**src/rtl/board_pkg.sv**
```systemverilog
// Shared constants and helpers for the board I/O front-end.
package board_pkg;

    localparam logic [31:0] BLANK_DEF  = 32'h88888888;
    localparam int          DISP_VALID = 0;

    // Button slots in the debouncer bank
    localparam int BTN_LOAD = 0;
    localparam int BTN_ARM  = 1;
    localparam int BTN_VIEW = 2;
    localparam int BTN_CLR  = 3;
    localparam int NUM_BTN  = 4;

    function automatic int clog2_min1(input int v);
        int r;
        r = (v > 1) ? $clog2(v) : 1;
        return r;
    endfunction

endpackage

```
**src/rtl/btn_debounce.sv**
```systemverilog
// Button conditioner: 2-FF synchroniser, stability counter, registered rising-edge pulse.
module btn_debounce
    import board_pkg::*;
#(
    parameter int DEBOUNCE_CYC = 1000000
) (
    input  logic clk,
    input  logic rst_n,
    input  logic raw,
    output logic level,
    output logic rise_pulse
);

    localparam int CW = clog2_min1(DEBOUNCE_CYC);

    logic          r_sync1;
    logic          r_sync2;
    logic          r_level;
    logic          r_level_d;
    logic          r_pulse;
    logic [CW-1:0] r_cnt;

    always_ff @(posedge clk or negedge rst_n) begin
        if (!rst_n) begin
            r_sync1   <= 1'b0;
            r_sync2   <= 1'b0;
            r_level   <= 1'b0;
            r_level_d <= 1'b0;
            r_pulse   <= 1'b0;
            r_cnt     <= '0;
        end else begin
            r_sync1   <= raw;
            r_sync2   <= r_sync1;
            r_level_d <= r_level;
            r_pulse   <= r_level & ~r_level_d;
            // Level flips only after DEBOUNCE_CYC back-to-back disagreeing samples
            if (r_sync2 != r_level) begin
                if (r_cnt == CW'(DEBOUNCE_CYC - 1)) begin
                    r_level <= r_sync2;
                    r_cnt   <= '0;
                end else begin
                    r_cnt <= r_cnt + 1'b1;
                end
            end else begin
                r_cnt <= '0;
            end
        end
    end

    assign level      = r_level;
    assign rise_pulse = r_pulse;

endmodule

```
**src/rtl/board_io_sequencer.sv**
```systemverilog
// Board front-end: debounced buttons drive operand loading, result viewing and clear.
module board_io_sequencer
    import board_pkg::*;
#(
    parameter int              DATA_W       = 32,
    parameter int              NUM_IN       = 3,
    parameter int              NUM_OUT      = 2,
    parameter int              DEBOUNCE_CYC = 1000000,
    parameter logic [DATA_W-1:0] BLANK      = DATA_W'(BLANK_DEF),
    localparam int             LPW          = clog2_min1(NUM_IN),
    localparam int             VPW          = clog2_min1(NUM_OUT + 1)
) (
    input  logic                      clk,
    input  logic                      rst_n,
    input  logic [DATA_W-1:0]         sw,
    input  logic                      btn_load,
    input  logic                      btn_arm,
    input  logic                      btn_view,
    input  logic                      btn_clr,
    input  logic [NUM_OUT*DATA_W-1:0] results,
    output logic [NUM_IN*DATA_W-1:0]  operands,
    output logic                      operands_valid,
    output logic                      loaded,
    output logic [LPW-1:0]            load_ptr,
    output logic [VPW-1:0]            view_ptr,
    output logic [DATA_W:0]           disp_data
);

    logic [NUM_BTN-1:0] w_raw;
    logic [NUM_BTN-1:0] w_lvl;
    logic [NUM_BTN-1:0] w_rise;

    assign w_raw[BTN_LOAD] = btn_load;
    assign w_raw[BTN_ARM]  = btn_arm;
    assign w_raw[BTN_VIEW] = btn_view;
    assign w_raw[BTN_CLR]  = btn_clr;

    for (genvar b = 0; b < NUM_BTN; b++) begin : g_db
        btn_debounce #(.DEBOUNCE_CYC(DEBOUNCE_CYC)) u_db (
            .clk        (clk),
            .rst_n      (rst_n),
            .raw        (w_raw[b]),
            .level      (w_lvl[b]),
            .rise_pulse (w_rise[b])
        );
    end

    // Only the arm level and the other buttons' pulses are consumed
    logic w_unused;
    assign w_unused = &{1'b0, w_lvl[BTN_LOAD], w_lvl[BTN_VIEW], w_lvl[BTN_CLR], w_rise[BTN_ARM]};

    logic w_load;
    logic w_view;
    logic w_clr;

    assign w_load = w_rise[BTN_LOAD] & w_lvl[BTN_ARM];
    assign w_view = w_rise[BTN_VIEW];
    assign w_clr  = w_rise[BTN_CLR];

    logic [NUM_IN-1:0][DATA_W-1:0] r_ops;
    logic                          r_ops_valid;
    logic                          r_loaded;
    logic [LPW-1:0]                r_load_ptr;
    logic [VPW-1:0]                r_view_ptr;
    logic [DATA_W:0]               r_disp;

    // Selected result word; index NUM_OUT falls through to the blank view
    logic [DATA_W-1:0] w_view_word;
    logic              w_view_hit;

    always_comb begin
        w_view_word = BLANK;
        w_view_hit  = 1'b0;
        for (int k = 0; k < NUM_OUT; k++) begin
            if (r_view_ptr == VPW'(k)) begin
                w_view_word = results[k*DATA_W +: DATA_W];
                w_view_hit  = 1'b1;
            end
        end
    end

    always_ff @(posedge clk or negedge rst_n) begin
        if (!rst_n) begin
            r_ops       <= '0;
            r_ops_valid <= 1'b0;
            r_loaded    <= 1'b0;
            r_load_ptr  <= '0;
            r_view_ptr  <= '0;
            r_disp      <= {BLANK, 1'b0};
        end else begin
            r_ops_valid <= 1'b0;
            if (w_clr) begin
                r_ops      <= '0;
                r_loaded   <= 1'b0;
                r_load_ptr <= '0;
                r_view_ptr <= '0;
                r_disp     <= {BLANK, 1'b0};
            end else begin
                if (w_load) begin
                    for (int i = 0; i < NUM_IN; i++) begin
                        if (r_load_ptr == LPW'(i)) r_ops[i] <= sw;
                    end
                    if (r_load_ptr == '0) r_loaded <= 1'b0;
                    if (r_load_ptr == LPW'(NUM_IN - 1)) begin
                        r_load_ptr  <= '0;
                        r_ops_valid <= 1'b1;
                        r_loaded    <= 1'b1;
                    end else begin
                        r_load_ptr <= r_load_ptr + 1'b1;
                    end
                end
                // A same-cycle view owns the display; the load still updates its slot
                if (w_view) begin
                    r_disp     <= {w_view_word, w_view_hit};
                    r_view_ptr <= (r_view_ptr == VPW'(NUM_OUT)) ? '0 : r_view_ptr + 1'b1;
                end else if (w_load) begin
                    r_disp <= {sw, 1'b1};
                end
            end
        end
    end

    assign operands       = r_ops;
    assign operands_valid = r_ops_valid;
    assign loaded         = r_loaded;
    assign load_ptr       = r_load_ptr;
    assign view_ptr       = r_view_ptr;
    assign disp_data      = r_disp;

endmodule

```
**config.mk**
```make
export PLATFORM = sky130hd
export DESIGN_NAME = board_io_sequencer
export DESIGN_NICKNAME = d
export VERILOG_FILES = /design/src/rtl/board_pkg.sv /design/src/rtl/btn_debounce.sv /design/src/rtl/board_io_sequencer.sv
export SDC_FILE = /design/constraint.sdc
export NUM_CORES = 1
export LEC_CHECK = 0
export BUFFER_PORTS_ARGS = -buffer_cell sky130_fd_sc_hd__buf_2
export CORE_MARGIN = 2
export CORE_UTILIZATION = 45
export CTS_BUF_LIST = sky130_fd_sc_hd__clkbuf_4
export DETAILED_ROUTE_END_ITERATION = 6
export PLACE_DENSITY = 0.75
export RECOVER_POWER = 100
export SLEW_MARGIN = 30
export SYNTH_ARGS = -nofsm -noshare
export SYNTH_HDL_FRONTEND = slang
export SYNTH_HIERARCHICAL = 1
export SYNTH_SLANG_ARGS = --single-unit
```
**constraint.sdc**
```tcl
create_clock -name clk -period 2.6 [get_ports clk]
set_clock_uncertainty 0.15 [all_clocks]
set_input_delay 0.65 -clock clk [delete_from_list [all_inputs] [get_ports clk]]
set_output_delay 0.65 -clock clk [all_outputs]
set_load 0.05 [all_outputs]
```
==> impl_summary.md <==
Outcome
The run finished with clean final reports.

Global route
The maximum number of pins on one net before global-route repair is 60. The number of global-route vias before repair came to 8,213. The number of antenna violations at the first check in global routing came to 1.

The aggregate global-route resource usage is approximately a quarter. The first-pass GRT wire length is 44,100 um. For this run the aggregate overflow at the end of global routing stands at 0.

Floorplan
The row count is 54. The floorplan step defined a core boundary enclosing roughly 22,000 um^2. Measured along the x axis, the die boundary spans ~150 um.

The effective utilization at floorplan is between 40% and 50%. The die outline area is ~24,000 um^2. The overall die height is ~150 um. The number of I/O pins is about 240.

Critical path
The worst setup path is captured at a primary output. The buffering stage count on the worst path with inverters included is 1. In this run the worst path has a maximum fanout of 14.

The slowest stage of the critical path is the dfrtp_4 cell. The required time at the worst-slack endpoint is between 1.5 and 2 ns. The startpoint type of the worst setup path is a flip-flop. The destination of the critical timing path is view_ptr[0]. The critical path is of the flip-flop to primary output type. The cell family contributing the most delay on the critical path is flip-flops. The worst register-to-register path has a setup slack of roughly 0.20 ns. In this run the number of cells on the critical path is 1. The worst register-to-register path ends at operands[75].

Walking the worst path, the cells encountered are clkbuf_2. The depth of the worst register-to-register path is 3. For this run, the slowest stage of the critical path takes ~0.60 ns. The worst setup path startpoint is view_ptr[0]. The startpoint identified for the worst register-to-register timing path is g_db[3].u_db/rise_pulse. The data arrival time of the critical path is 1.62 ns.

Routing
The first TritonRoute pass finished after 5 iterations. The routed layout has 8,329 vias. The number of antenna-violating nets in the routed design is 0.

The total wire length after detailed routing is ~28,000 um. In the final routed layout, each cell accounts on average for approximately 18 um. The number of violations reported at the end of detailed-routing iteration 0 is 534. The DRC violation count after routing is 0. The via density per instance is about 5.5.

Pwr
The leakage component of the power is 5.51 nW. Dividing total power by cell area gives a power density of between 500 and 600 nW/um^2. VDD sags by at most 0.000328 V. Power comes to approximately 0.007 W.

STA
The total negative slack is 0 ns. For this run, the top clock speed supported by timing is 413 MHz. The final hold violation count is 0.

The minimum clock period is roughly 2.4 ns. The number of setup violations in the final report is 0. The final count of pins violating max slew is 0. At the pin with the least slew margin, the transition time is just over 1 ns.

In this run the tightest slew margin relative to its limit is approximately a third. Dividing the final minimum period by the clock period gives 93.2%. Setup repair after global routing left no endpoint under its margin.

Place
The congestion estimate from routability-driven global placement came to about 0.84. Summed over all nets, the half-perimeter wirelength after detailed placement is 18,900 um. The count of input and output buffers is ~240.

Layout
After the last flow step, the layout net total stands at around 1,300. Relative to the synthesized area, the layout overhead comes to 20.4%. In the final layout, the share of cells above drive strength 1 is 20.3%.

Worst hold path
The min-delay analysis places its worst path in the category input port to flip-flop.

Synthesis
Synthesis produced roughly 900 cells. The total nets after synthesis is 1,003. In this run the cell area of the synthesized design comes to 10,200 um^2. During synthesis, Yosys emitted a total of 6 warnings. The mean instance size in the synthesized netlist is 11.3 um^2.

Clock network
The count of clock tree sinks is approximately 230. CTS placed an instance of clkbuf_4 at the clock tree root. The clock tree synthesis step divided the H-tree into 2 levels. No sink is reached through more buffers than the 3 on the longest clock path. Clock-pin slew was measured on the worst setup and hold paths at about 0.070 ns.

The number of clock buffers inserted by TritonCTS is 61. Clock latency on the worst-skew pair, taken at its later pin, is between 0.6 and 0.7 ns. TritonCTS built the clock tree.

Job
The number of max-cap violations is 0.
## through the flow
stage | instance area [um^2] | hold slack [ns] | utilization [%] | worst slack [ns] | cells
3_5_place_dp | 11700 | 0.192 | 53.2 | 0.505 | 1384
5_1_grt | 12200 | 0.0430 | 55.6 | 0.0794 | 1505
6_report | 12200 | 0.0896 | 55.6 | 0.176 | 1505
4_1_cts | 12500 | 0.0291 | 56.8 | 0.0100 | 1503
2_1_floorplan | 10200 | 0.181 | - | 0.666 | 897
3_3_place_gp | 11700 | 0.186 | 53.2 | 0.583 | 1384
## worst min path at each step
| stage | startpoint | to | slack [ns] | cells past startpoint |
|---|---|---|---|---|
| 3_3_place_gp | g_db[0].u_db/r_sync1 | g_db[0].u_db/r_sync2 | 0.19 | 0 |
| 4_1_cts | sw[18] | operands[18] | 0.03 | 3 |
| 3_5_place_dp | g_db[3].u_db/r_sync1 | g_db[3].u_db/r_sync2 | 0.19 | 0 |
| 2_1_floorplan | g_db[0].u_db/r_sync1 | g_db[0].u_db/r_sync2 | 0.18 | 0 |
| 5_1_grt | sw[18] | operands[18] | 0.04 | 3 |
| 6_report | sw[18] | operands[18] | 0.09 | 3 |
## layout make-up
class	count	area (um^2)
fill	1972	9790
sequential	233	5840
multi-input combinational	609	4000
timing repair buffer	268	1300
clock buffer	79	593
tap	280	350
clock inverter	35	145
antenna	1	2.50
## layout by cell type, fill, tap and decap left out, types with 32 or more instances in the layout
master	count
dfrtp_1	224
clkbuf_1	131
nand2_1	99
buf_2	99
clkbuf_4	83
a21oi_1	68
a22o_1	64
nor2_1	61
o21ai_0	40
mux2i_1	33
xor2_1	32
## layer usage
metal,global-route usage [%],wire [um],part of all wire [%],up-vias
met5,0,0,0,-
met4,10.1,1010,3.6,0
met3,5.27,1760,6.3,68
met2,37.9,13000,47,319
met1,30.4,12000,43,4065
li1,-,-,-,3877
## flip-flops by register name (all words and copies together) (netlist names)
signal,cells
g_db.u_db/r_cnt,80
operands_valid,1
view_ptr,2
g_db.u_db/rise_pulse,3
load_ptr,2
operands,96
g_db.u_db/level,4
loaded,1
g_db.u_db/r_sync1,4
disp_data,33
g_db.u_db/r_level_d,3
g_db.u_db/r_sync2,4
## worst register-to-register path, stage by stage, from the launching register on
cell and delay (ns):
dfrtp_1 1.01, nor4b_4 0.11, clkbuf_2 0.56, a22o_1 0.46
## power by group
group	internal (W)	switching [W]
Combinational	0.000112	0.000253
Clock	0.00145	0.00153
Sequential	0.00367	0.0000297
## repair_timing
item	in CTS	in global routing
setup buffers	0	0
hold endpoints to repair	41	0
hold buffers	5	0
setup endpoints to repair	0	1
resized for setup	0	1
No activity file was read; power rests on OpenSTA's default activity.
